File: config.mk
export PLATFORM = sky130hd
export DESIGN_NAME = ifetch_ctrl_flat
export DESIGN_NICKNAME = d
export VERILOG_FILES = /design/src/rtl/ifetch_pkg.sv /design/src/rtl/ifetch_if.sv /design/src/rtl/ifetch_watchdog.sv /design/src/rtl/ifetch_ctrl.sv /design/src/flat_wrapper.sv
export SDC_FILE = /design/constraint.sdc
export NUM_CORES = 1
export LEC_CHECK = 0
export CAP_MARGIN = 15
export CORE_ASPECT_RATIO = 1.25
export CORE_UTILIZATION = 44
export CTS_CLUSTER_SIZE = 14
export DETAILED_ROUTE_END_ITERATION = 16
export PLACE_DENSITY = 0.87
export SYNTH_ARGS = -nofsm -noshare
export SYNTH_HDL_FRONTEND = slang
export SYNTH_SLANG_ARGS = --single-unit
File: constraint.sdc
create_clock -name clk -period 3.64 [get_ports clk]
set_input_delay 0.728 -clock clk [delete_from_list [all_inputs] [get_ports clk]]
set_output_delay 0.728 -clock clk [all_outputs]
set_load 0.03 [all_outputs]
File: src/rtl/ifetch_pkg.sv
// Shared types and constants for the instruction-fetch controller slice.
package ifetch_pkg;

  typedef enum logic [1:0] {
    IDLE = 2'd0,
    REQ  = 2'd1,
    EXEC = 2'd2,
    ERR  = 2'd3
  } fetch_state_t;

  localparam logic [1:0]  ERR_NONE     = 2'b00;
  localparam logic [1:0]  ERR_MISALIGN = 2'b01;
  localparam logic [1:0]  ERR_TIMEOUT  = 2'b10;
  localparam logic [31:0] NOP_INSTR    = 32'h0;

endpackage

File: src/rtl/ifetch_if.sv
// Instruction-memory read port between the fetch controller (master) and imem (slave).
interface ifetch_if #(
  parameter int ADDR_W = 16
);
  // imem_req/imem_addr stay asserted and stable until the cycle imem_ack is
  // seen high; that cycle completes the read with imem_rdata. An ack in any
  // other cycle carries no transfer and is dropped by the master.
  logic              imem_req;
  logic [ADDR_W-1:0] imem_addr;
  logic              imem_ack;
  logic [31:0]       imem_rdata;

  modport master (output imem_req, output imem_addr, input imem_ack, input imem_rdata);
  modport slave  (input imem_req, input imem_addr, output imem_ack, output imem_rdata);
endinterface

File: src/rtl/ifetch_watchdog.sv
// Loadable/clearable cycle counter; hit flags the increment that reaches TIMEOUT.
module ifetch_watchdog #(
  parameter int TIMEOUT = 15,
  parameter int W       = 8
) (
  input  logic         clk,
  input  logic         rst_n,
  input  logic         clr,
  input  logic         load,
  input  logic [W-1:0] load_val,
  input  logic         en,
  output logic         hit
);
  localparam logic [W-1:0] LAST = W'(TIMEOUT - 1);

  logic [W-1:0] cnt_q, cnt_d;

  always_comb begin
    cnt_d = cnt_q;
    if (clr)       cnt_d = '0;
    else if (load) cnt_d = load_val;
    else if (en)   cnt_d = cnt_q + 1'b1;
  end

  assign hit = en && !clr && !load && (cnt_q == LAST);

  always_ff @(posedge clk or negedge rst_n) begin
    if (!rst_n) cnt_q <= '0;
    else        cnt_q <= cnt_d;
  end
endmodule

File: src/rtl/ifetch_ctrl.sv
// Fetch controller: one imem read per retired instruction, holds the word for
// decode/execute, and traps misaligned or timed-out fetches until reset.
module ifetch_ctrl
  import ifetch_pkg::*;
#(
  parameter int ADDR_W  = 16,
  parameter int TIMEOUT = 15,
  parameter int CNT_W   = 16
) (
  input  logic             clk,
  input  logic             rst,
  input  logic [31:0]      im_address,
  input  logic             exec_done,
  ifetch_if.master         imem,
  output logic [31:0]      instruction,
  output logic             inst_valid,
  output logic             pc_enable,
  output logic             fetch_err,
  output logic [1:0]       err_cause,
  output logic [CNT_W-1:0] stall_cnt,
  output fetch_state_t     state_dbg
);
  fetch_state_t     state_q, state_d;
  logic [31:0]      instr_q, instr_d;
  logic             valid_q, valid_d;
  logic             err_q, err_d;
  logic [1:0]       cause_q, cause_d;
  logic [CNT_W-1:0] stall_q, stall_d;
  logic             wd_en, wd_clr, wd_hit;
  logic             misaligned;

  assign misaligned = (im_address[1:0] != 2'b00);

  ifetch_watchdog #(.TIMEOUT(TIMEOUT), .W(8)) u_watchdog (
    .clk      (clk),
    .rst_n    (rst),
    .clr      (wd_clr),
    .load     (1'b0),
    .load_val (8'h00),
    .en       (wd_en),
    .hit      (wd_hit)
  );

  always_comb begin
    state_d = state_q;
    instr_d = instr_q;
    valid_d = valid_q;
    err_d   = err_q;
    cause_d = cause_q;
    stall_d = stall_q;
    wd_en   = 1'b0;
    wd_clr  = 1'b0;
    case (state_q)
      IDLE: state_d = REQ;
      REQ: begin
        if (misaligned) begin
          state_d = ERR;
          err_d   = 1'b1;
          cause_d = ERR_MISALIGN;
        end else if (imem.imem_ack) begin
          // Ack beats a coincident timeout.
          instr_d = imem.imem_rdata;
          valid_d = 1'b1;
          wd_clr  = 1'b1;
          state_d = EXEC;
        end else begin
          wd_en = 1'b1;
          if (stall_q != {CNT_W{1'b1}}) stall_d = stall_q + 1'b1;
          if (wd_hit) begin
            state_d = ERR;
            err_d   = 1'b1;
            cause_d = ERR_TIMEOUT;
          end
        end
      end
      EXEC: begin
        if (exec_done) begin
          valid_d = 1'b0;
          state_d = REQ;
        end
      end
      ERR:     state_d = ERR;
      default: state_d = IDLE;
    endcase
  end

  always_ff @(posedge clk or negedge rst) begin
    if (!rst) begin
      state_q <= IDLE;
      instr_q <= NOP_INSTR;
      valid_q <= 1'b0;
      err_q   <= 1'b0;
      cause_q <= ERR_NONE;
      stall_q <= '0;
    end else begin
      state_q <= state_d;
      instr_q <= instr_d;
      valid_q <= valid_d;
      err_q   <= err_d;
      cause_q <= cause_d;
      stall_q <= stall_d;
    end
  end

  // Request is decoded from the live address so a PC update at the EXEC->REQ
  // edge is fetched in the very next cycle.
  assign imem.imem_req  = (state_q == REQ) && !misaligned;
  assign imem.imem_addr = im_address[ADDR_W-1:0];
  assign pc_enable      = (state_q == EXEC) && exec_done;
  assign instruction    = instr_q;
  assign inst_valid     = valid_q;
  assign fetch_err      = err_q;
  assign err_cause      = cause_q;
  assign stall_cnt      = stall_q;
  assign state_dbg      = state_q;

  generate
    if (ADDR_W < 32) begin : g_unused_hi
      logic unused_addr_hi;
      assign unused_addr_hi = ^im_address[31:ADDR_W];
    end
  endgenerate
endmodule

File: src/flat_wrapper.sv
// flat-port wrapper written by rule: the top's interface ports become plain ports
module ifetch_ctrl_flat import ifetch_pkg::*;
#(
  parameter int ADDR_W  = 16,
  parameter int TIMEOUT = 15,
  parameter int CNT_W   = 16
)
  (clk, rst, im_address, exec_done, instruction, inst_valid, pc_enable, fetch_err, err_cause, stall_cnt, state_dbg, imem_imem_req, imem_imem_addr, imem_imem_ack, imem_imem_rdata);
  ifetch_if #(.ADDR_W(ADDR_W)) imem_i ();
  input  logic clk;
  input  logic rst;
  input  logic [31:0] im_address;
  input  logic exec_done;
  output logic [31:0] instruction;
  output logic inst_valid;
  output logic pc_enable;
  output logic fetch_err;
  output logic [1:0] err_cause;
  output logic [CNT_W-1:0] stall_cnt;
  output fetch_state_t state_dbg;
  output wire logic [$bits(imem_i.imem_req)-1:0] imem_imem_req;
  output wire logic [$bits(imem_i.imem_addr)-1:0] imem_imem_addr;
  input wire logic [$bits(imem_i.imem_ack)-1:0] imem_imem_ack;
  input wire logic [$bits(imem_i.imem_rdata)-1:0] imem_imem_rdata;
  assign imem_imem_req = imem_i.imem_req;
  assign imem_imem_addr = imem_i.imem_addr;
  assign imem_i.imem_ack = imem_imem_ack;
  assign imem_i.imem_rdata = imem_imem_rdata;
  ifetch_ctrl #(.ADDR_W(ADDR_W), .TIMEOUT(TIMEOUT), .CNT_W(CNT_W)) u_core (.clk(clk), .rst(rst), .im_address(im_address), .exec_done(exec_done), .imem(imem_i), .instruction(instruction), .inst_valid(inst_valid), .pc_enable(pc_enable), .fetch_err(fetch_err), .err_cause(err_cause), .stall_cnt(stall_cnt), .state_dbg(state_dbg));
endmodule
==> impl_results.md <==
- TritonRoute pass-1 iters: 5
- Register area: 0.00155 sq mm
- Post-CTS sizing: 0
- Leak: 1.82 nW
- Setup repair bufs after CTS: 0
- Final core utilization: 64.2%
- CTS Buf Count: 9
- Ordered list of cells on the worst path: clkdlybuf4s50_1 > or4b_1 > inv_2 > clkdlybuf4s50_1
- Most frequent cells after synthesis: 62 x dfrtp_1, 34 x mux2_2, 16 x buf_4, 16 x nand2_1, 13 x xor2_1
- Inserted Diodes: 0
- Setup crit start kind: primary input
- Die H: 91.8 microns
- Core area: 0.00621 sq mm
- PortBufs: 95
- Largest net degree at the start of global routing: 36
- Period utilization: 89.8%
- Synth area leaders: dfrtp_1 55%, mux2_2 13%, buf_4 4.2%
- Setup TNS: 0 ns
- Initial antenna violation count: 0
- Outcome: finished, final reports clean
- Synth top area share: 54.6%
- Final setup fails: 0
- Max-slew violation count: 0
- WP data arrival: 2.54 ns
- Routed WL: 5980 microns
- Buf/Inv on CP: 3
- DP Area: 0.00375 sq mm
- Crit-path most repeated cell: clkdlybuf4s50_1
- CTS Sinks: 62
- CP endpoint kind: output port
- # fillers: 495
- Via count: 2061
- Synth Cell Area: 0.00284 sq mm
- Syn avg cell area: 12.2 sq um
- Die area: 0.00678 sq mm
- Synth cell types: 40
- First DRT Iteration DRCs: 89
- Power Total: 1.63 mW
- Maximum VDD drop: 235 uV
- Layout Skew: 0.00625 ns
- Most used DFF post-synth: dfrtp_1
- Vias in the first global route: 2069
- CP delay by family, top: buffers and inverters
- Synth Instances: 233
- First-pass GRT wire length: 9550 microns
- Post-synth top area cell: dfrtp_1
- Total number of yosys warnings: 0
- Max-cap violations: 0
- Initial core utilization: 45.8%
- WL per Instance: 14.6 microns
- Synthesized net count: 304
- Most frequent cell after synthesis: dfrtp_1
- Drt drc: 0
- Multi-input gate area: 0.00109 sq mm
- Clock Pin Slew Worst Setup and Hold Paths: 0.07 ns
- Critical path's largest stage delay: 0.66 ns
- CP Max Fanout: 3
- Flops & latches, synth: 62
- Total global-route track usage: 19.0%
- CP required: 2.91 ns
- Routed vias/inst: 5.05
- CTS tree: yes
- Design area: 0.00399 sq mm
- Insertion delay to the later sink of the worst-skew pair: 0.35 ns
- IO Count: 140
- CTS Buffer Depth: 2
- Clk root buf: clkbuf_8
- Min-Delay Path Class: primary input to async pin
- Max Fclk: 306 MHz
- H-tree Lvls: 3
- Crit path max-delay cell type: clkdlybuf4s50_1
- Period minus WS final: 3.27 ns
- Worst slew margin: 53.2%
- Area grow syn2layout: 40.4%
- Unrepaired setup endpoints after global routing: no
- Detail Placement HPWL: 4260 microns
- Die W: 73.9 microns
- Slew @ Worst Pin: 0.696 ns
- Layout cells sized above 1: 18.6%
- Power Density: 409 mW/mm^2
- Async SR Flop Fraction: 100%
- Crit path kind: primary input to output port
- Fin worst setup slack: 0.372 ns
- Hold_buf cts: 0
- Hold slack: 0.386 ns
- Detail Route Antenna Nets: 0
- Number of enable flip-flop cells after synthesis: 0
- Seq/Total Area, Yosys: 54.6%
- Grt ovf: 0
- Worst slack, placed: 0.383 ns
- Non-Filler Instances: 408
- Final net count: 389
- GP Congestion: 0.753
- Placed cells: 392
- Row cnt: 32
- Hold violation count in the final report: 0
## sequential cells by signal, indices dropped and copies added, names as in the netlist
register and cells:
u_core.err_cause 2, u_core.fetch_err 1, u_core.inst_valid 1, u_core.instruction 32, u_core.stall_cnt 16, u_core.state_dbg 2
u_core.u_watchdog.cnt_q 8
## cells by family after synthesis
group                      count (synthesis)  share of synthesized area [%]
xor gates and xnor gates                  13                           4.01
AOI/OAI and AO/OA                         22                           4.63
DFF                                       62                           54.6
and+or+nand+nor                           63                           13.6
adders and majority gates                  3                           1.32
muxes                                     38                           14.9
buffers and inverters                     32                           6.92
## per-layer routing
layer  vias to the layer above  global-route usage, %  share of wire (%)
li1                        972                      -                  -
met1                      1007                   20.7                 40
met2                        69                   31.7                 51
met3                        13                   5.38                6.8
met4                         0                   12.2                2.5
met5                         -                      0                  0
## layout make-up
cell class                 count  share of cell area [%]
clock inverter                 6                    2.76
sequential                    62                    38.9
tap                           85                    2.67
inverter                       8                   0.753
clock buffer                  10                    3.20
timing repair buffer          98                    24.3
multi-input combinational    139                    27.4
## final timing paths
check | from | slack [ns] | end | depth (start not counted)
hold reg to reg | u_core.stall_cnt[10]$_DFFE_PN0P_ | 0.49 | u_core.stall_cnt[10]$_DFFE_PN0P_ | 1
hold / removal | rst | 0.39 | u_core.instruction[29]$_DFFE_PN0P_ | 1
max in group asynchronous | rst | 2.36 | u_core.stall_cnt[12]$_DFFE_PN0P_ | 2
setup reg to reg | u_core.state_dbg[1]$_DFFE_PN0P_ | 1.22 | u_core.stall_cnt[14]$_DFFE_PN0P_ | 5
min in group clk | u_core.stall_cnt[10]$_DFFE_PN0P_ | 0.49 | u_core.stall_cnt[10]$_DFFE_PN0P_ | 1
setup / recovery | im_address[1] | 0.37 | imem_imem_req | 4
## layout by cell type, fill, tap and decap left out, types with 4 or more instances in the layout
master           Yosys  final
a21oi_1              6      6
inv_1                7      7
or4_1                4      4
nand2_1             16     16
mux2_2              34     34
clkbuf_8             0      9
o21ai_0              8      8
nand3_1              5      5
or3_1                4      4
xor2_1              13     13
clkdlybuf4s50_1      0     94
dfrtp_1             62     62
nor2_1               7      7
nor3_1              10     10
## power by group
group          switching (mW)  internal [mW]
Clock                   0.277          0.453
Sequential             0.0135          0.712
Combinational          0.0869         0.0894
Total                   0.378           1.25
## worst reg2reg max path, stage by stage (launching register included)
cell	delay (ns)
dfrtp_1	0.43
or4b_1	0.61
buf_4	0.23
or3_1	0.48
nor3_1	0.22
mux2_1	0.34
Power figures use the tool's default switching activity.
